**config.mk**
```make
export PLATFORM = sky130hd
export DESIGN_NAME = scan_link_arbiter
export DESIGN_NICKNAME = d
export VERILOG_FILES = /design/src/rtl/scan_link_pkg.sv /design/src/rtl/scan_link_arbiter_link_serializer.sv /design/src/rtl/scan_link_arbiter.sv
export SDC_FILE = /design/constraint.sdc
export NUM_CORES = 1
export LEC_CHECK = 0
export ABC_AREA = 1
export CORE_ASPECT_RATIO = 0.6
export CORE_UTILIZATION = 40
export DETAILED_ROUTE_END_ITERATION = 16
export GPL_TIMING_DRIVEN = 0
export MAX_ROUTING_LAYER = met4
export PLACE_DENSITY = 0.66
export SKIP_LAST_GASP = 1
export SLEW_MARGIN = 20
export SYNTH_ARGS = -nofsm -noshare
export SYNTH_HDL_FRONTEND = slang
export SYNTH_HIERARCHICAL = 1
export SYNTH_SLANG_ARGS = --single-unit
```
**constraint.sdc**
```tcl
create_clock -name clk -period 3.3 [get_ports clk]
set_clock_uncertainty 0.1 [all_clocks]
set_input_delay 0.99 -clock clk [delete_from_list [all_inputs] [get_ports clk]]
set_output_delay 0.99 -clock clk [all_outputs]
set_load 0.05 [all_outputs]
```
**src/rtl/scan_link_pkg.sv**
```systemverilog
// Shared types and constants for the scanner link arbiter and its serializer.
package scan_link_pkg;

    typedef enum logic [1:0] {
        IDLE = 2'd0,
        CMD  = 2'd1,
        DATA = 2'd2,
        DONE = 2'd3
    } link_state_t;

    localparam logic [7:0] READY_TO_TRANSFER = 8'd2;
    localparam logic [7:0] START_SCANNING    = 8'd3;
    localparam logic [7:0] BUFFER_FULL       = 8'd4;
    localparam logic [7:0] DATA_FOLLOWS      = 8'd7;

    localparam int DEFAULT_DIV = 8;

endpackage

```
**src/rtl/scan_link_arbiter_link_serializer.sv**
```systemverilog
// Shifts a one- or two-byte frame out LSB first, one bit per DIV clocks,
// with a registered link clock that is low for the first half of each bit.
module link_serializer
    import scan_link_pkg::*;
#(
    parameter int DIV = DEFAULT_DIV
) (
    input  logic        clk,
    input  logic        rst,
    input  logic        load,
    input  logic        length,
    input  logic [15:0] frame,
    output logic        clkOut,
    output logic        dataOut,
    output logic        last
);

    localparam int DW = $clog2(DIV);
    localparam logic [DW-1:0] DIV_LAST = DW'(DIV - 1);
    localparam logic [DW-1:0] DIV_MID  = DW'(DIV / 2 - 1);

    logic [15:0]   shreg;
    logic [DW-1:0] div_cnt;
    logic [2:0]    bit_cnt;
    logic          active;
    logic          second;
    logic          two_bytes;

    // Pulses on the final clock of every byte; the FSM decides what follows.
    assign last = active && (div_cnt == DIV_LAST) && (bit_cnt == 3'd7);

    always_ff @(posedge clk or posedge rst) begin
        if (rst) begin
            shreg     <= '0;
            div_cnt   <= '0;
            bit_cnt   <= '0;
            active    <= 1'b0;
            second    <= 1'b0;
            two_bytes <= 1'b0;
            clkOut    <= 1'b0;
            dataOut   <= 1'b0;
        end else if (load) begin
            shreg     <= frame;
            div_cnt   <= '0;
            bit_cnt   <= '0;
            active    <= 1'b1;
            second    <= 1'b0;
            two_bytes <= length;
            clkOut    <= 1'b0;
            dataOut   <= frame[0];
        end else if (active) begin
            div_cnt <= (div_cnt == DIV_LAST) ? '0 : div_cnt + 1'b1;
            if (div_cnt == DIV_MID) begin
                clkOut <= 1'b1;
            end
            if (div_cnt == DIV_LAST) begin
                clkOut  <= 1'b0;
                bit_cnt <= bit_cnt + 1'b1;
                shreg   <= {1'b0, shreg[15:1]};
                if (last && (second || !two_bytes)) begin
                    active  <= 1'b0;
                    dataOut <= 1'b0;
                end else begin
                    dataOut <= shreg[1];
                    if (bit_cnt == 3'd7) begin
                        second <= 1'b1;
                    end
                end
            end
        end
    end

endmodule

```
**src/rtl/scan_link_arbiter.sv**
```systemverilog
// Round-robin owner of the shared serial link between two scanners;
// the granted scanner's frame is latched at grant and serialized.
//
// state | meaning
// IDLE  | link free, waiting for any req
// CMD   | shifting the command byte
// DATA  | shifting the data byte
// DONE  | one-cycle done pulse to the owner, link quiet
module scan_link_arbiter
    import scan_link_pkg::*;
#(
    parameter int DIV = DEFAULT_DIV
) (
    input  logic       clk,
    input  logic       rst,
    input  logic [1:0] req,
    input  logic [7:0] cmd0,
    input  logic [7:0] cmd1,
    input  logic [7:0] data0,
    input  logic [7:0] data1,
    input  logic [1:0] hasData,
    output logic [1:0] grant,
    output logic [1:0] done,
    output logic       busy,
    output logic       clkOut,
    output logic       dataOut
);

    localparam logic [1:0] ST_IDLE = IDLE;
    localparam logic [1:0] ST_CMD  = CMD;
    localparam logic [1:0] ST_DATA = DATA;
    localparam logic [1:0] ST_DONE = DONE;

    logic [1:0]  state;
    logic        ptr;
    logic        has_data_q;
    logic        winner;
    logic        load;
    logic        length;
    logic [15:0] frame;
    logic        ser_last;

    always_comb begin
        winner = ptr;
        if (req == 2'b01) begin
            winner = 1'b0;
        end else if (req == 2'b10) begin
            winner = 1'b1;
        end
        load   = (state == ST_IDLE) && (req != 2'b00);
        frame  = winner ? {data1, cmd1} : {data0, cmd0};
        length = winner ? hasData[1] : hasData[0];
    end

    assign busy = (state != ST_IDLE);

    always_ff @(posedge clk or posedge rst) begin
        if (rst) begin
            state      <= ST_IDLE;
            grant      <= 2'b00;
            done       <= 2'b00;
            ptr        <= 1'b0;
            has_data_q <= 1'b0;
        end else begin
            done <= 2'b00;
            case (state)
                ST_IDLE: begin
                    if (load) begin
                        grant      <= winner ? 2'b10 : 2'b01;
                        ptr        <= ~winner;
                        has_data_q <= length;
                        state      <= ST_CMD;
                    end
                end
                ST_CMD: begin
                    if (ser_last) begin
                        if (has_data_q) begin
                            state <= ST_DATA;
                        end else begin
                            state <= ST_DONE;
                            done  <= grant;
                            grant <= 2'b00;
                        end
                    end
                end
                ST_DATA: begin
                    if (ser_last) begin
                        state <= ST_DONE;
                        done  <= grant;
                        grant <= 2'b00;
                    end
                end
                default: begin
                    state <= ST_IDLE;
                end
            endcase
        end
    end

    link_serializer #(.DIV(DIV)) u_ser (
        .clk     (clk),
        .rst     (rst),
        .load    (load),
        .length  (length),
        .frame   (frame),
        .clkOut  (clkOut),
        .dataOut (dataOut),
        .last    (ser_last)
    );

endmodule

```
==> impl_metrics.tcl <==
set metrics [dict create \
    synth_common_cells "nand2_1 (116), dfrtp_1 (34), nand3_1 (33), inv_1 (16), ha_1 (12)" \
    netlist_top_cells_area "dfrtp_1 (41%), nand2_1 (21%), nand3_1 (8.0%)" \
    slowest_stage "dfrtp_1" \
    drt_wl_total_um 4600 \
    wl_met2_um 1820 \
    syn_inst 259 \
    post-cts-setup-buffers 0 \
    place_area_mm2 0.00258 \
    ys.flop_type "dfrtp_1" \
    grt_usage 0.204 \
    cpPeakStageDelay_ps 470 \
    grt_pass1_wl_um 8050 \
    rsz0062_at_grt "false" \
    fp.dieW_um 94.7 \
    met3_length_um 269 \
    hold_path.class "reg -> reg" \
    setup_ws_ps 487 \
    cts_hold_buf 0 \
    place_congestion 0.827 \
    hold_viol_final 0 \
    synth_area_per_cell_um2 7.96 \
    critPathRequiredTime_ps 2210 \
    netlist_area_mm2 0.00206 \
    ys_seq_area_frac 0.413 \
    cts_buffer_depth 2 \
    yosysMostFrequentCell "nand2_1" \
    cts_root_buffer "clkbuf_8" \
    numCtsBuffers 5 \
    die_y_um 57.6 \
    setup-tns-final_ps 0 \
    htreeDepth 2 \
    highest-signal-layer "met4" \
    cts_tree "yes" \
    relSlewSlack 0.342 \
    preCtsSetupSlack_ps 408 \
    wl_per_cell_um 12.3 \
    placementRows 19 \
    ys_types 29 \
    initial_core_util 0.434 \
    power_leakage_nw 1.38 \
    dieArea_mm2 0.00546 \
    critPathKind "reg -> out" \
    drt_iter0_markers 67 \
    path_cells "inv_1 -> ha_1 -> inv_1 -> dlymetal6s2s_1" \
    regArea_um2 851 \
    cp_common_cell "inv_1" \
    p_per_area_mw_per_mm2 769 \
    path_max_fanout 6 \
    coreArea_mm2 0.00475 \
    cts_resized 0 \
    worst_pin_slew_ps 986 \
    clk_pin_slew_ps 70 \
    multiInputGateArea_mm2 0.00104 \
    max_freq_mhz 355 \
    insertion_delay_ps 290 \
    finalPower_mw 2.06 \
    fillers 473 \
    ir_worst_vdd_mv 0.271 \
    first_pass_iters 4 \
    fin_crit_ps 2810 \
    max_cap_viol_count 0 \
    nets 360 \
    async_flop_share 1.00 \
    cp-start-kind "register" \
    grt_pass1_vias 1676 \
    grt_overflow 0 \
    vias 1755 \
    drc_errors 0 \
    diodes 0 \
    arrival_ps 1720 \
    ant_nets 0 \
    fin_area_mm2 0.00268 \
    yosysWarnings 6 \
    avgViaCountPerCell 4.69 \
    ios 45 \
    cts_sinks 34 \
    synth.largest_area_cell "dfrtp_1" \
    setup_viol 0 \
    hpwl_um 3570 \
    status "finished clean" \
    yosysTopAreaCellShare 0.413 \
    yosys_register_bits 34 \
    synthToLayoutAreaGrowth_pct 29.7 \
    syn_nets 309 \
    layout-drive-gt1-share 0.109 \
    cp-end-kind "output pin" \
    grt_max_degree 27 \
    port_buffers 44 \
    slew_viol_final 0 \
    synth_edf_count 0 \
    post-route-period-util 0.852 \
    met1Wirelength_um 2440 \
    antenna_found_initial 0 \
]
==> final timing paths <==
check	startpoint	endpoint	slack, ps	cells past startpoint
setup / recovery	state[1]	busy	490	4
hold / removal	u_ser/shreg[15]	u_ser/shreg[15]	380	2
hold reg to reg	u_ser/shreg[15]	u_ser/shreg[15]	380	2
min in group asynchronous	rst	state[1]	900	2
max in group asynchronous	rst	u_ser/bit_cnt[0]	1340	2
setup reg to reg	state[1]	u_ser/shreg[8]	1190	8
==> area by class of cell <==
class,instances,share of cell area
Timing Repair Buffer,44,0.166
Inverter,19,0.0276
Buffer,9,0.0355
Sequential cell,34,0.318
Multi-Input combinational cell,197,0.390
Tap cell,63,0.0295
Clock buffer,7,0.0323
Clock inverter,1,0.00187
==> state kept, by name, indices dropped and copies added (netlist names) <==
| name | count |
|---|---|
| u_ser/dataOut | 1 |
| u_ser/clkOut | 1 |
| u_ser/div_cnt | 3 |
| u_ser/shreg | 15 |
| u_ser/two_bytes | 1 |
| u_ser/bit_cnt | 3 |
| u_ser/second | 1 |
| state | 2 |
| has_data_q | 1 |
| ptr | 1 |
| grant | 2 |
| done | 2 |
| u_ser/active | 1 |
==> critical path, delay by kind of cell (launching register included) <==
family     cells  cell delay (ps)
flops          1              470
buf+inv        3              700
fa+ha+maj      1              260
==> cells in the final DEF, fill, tap and decap left out, types with 2 or more instances in the layout <==
cell type	count
nand2_1	116
clkdlybuf4s50_1	43
dfrtp_1	34
nand3_1	33
inv_1	16
ha_1	12
nor2_1	7
clkbuf_8	6
a21oi_1	5
nand3_2	5
buf_6	4
inv_2	2
nand2_4	2
nand3b_1	2
buf_8	2
buf_4	2
nor3b_1	2
nand2_8	2
==> report_power, final <==
part	switching [mW]	internal, mW	leakage (nW)
sequential	0.110	0.586	0.429
clock	0.153	0.168	0.0482
combinational	0.632	0.407	0.899
==> stage by stage <==
step | hold slack [ps] | instances | util
2_1_floorplan | 342 | 259 | -
3_3_place_gp | 361 | 366 | 0.543
3_5_place_dp | 363 | 366 | 0.543
4_1_cts | 381 | 374 | 0.562
5_1_grt | 405 | 374 | 0.563
6_report | 376 | 374 | 0.563
==> cells by family after synthesis <==
| family | count (synthesis) | share of synthesized area |
|---|---|---|
| simple gates | 174 | 0.395 |
| flops | 34 | 0.413 |
| buf+inv | 28 | 0.0819 |
| fa+ha+maj | 12 | 0.0728 |
| compound gates | 10 | 0.0334 |
| xor+xnor | 1 | 0.00425 |
==> routing by layer <==
layer  vias to the layer above  track usage
met5                         -            -
met4                         0       0.0714
met3                         7       0.0486
met2                        49        0.275
met1                       782        0.295
li1                        917            -
No activity file was read; power rests on OpenSTA's default activity.
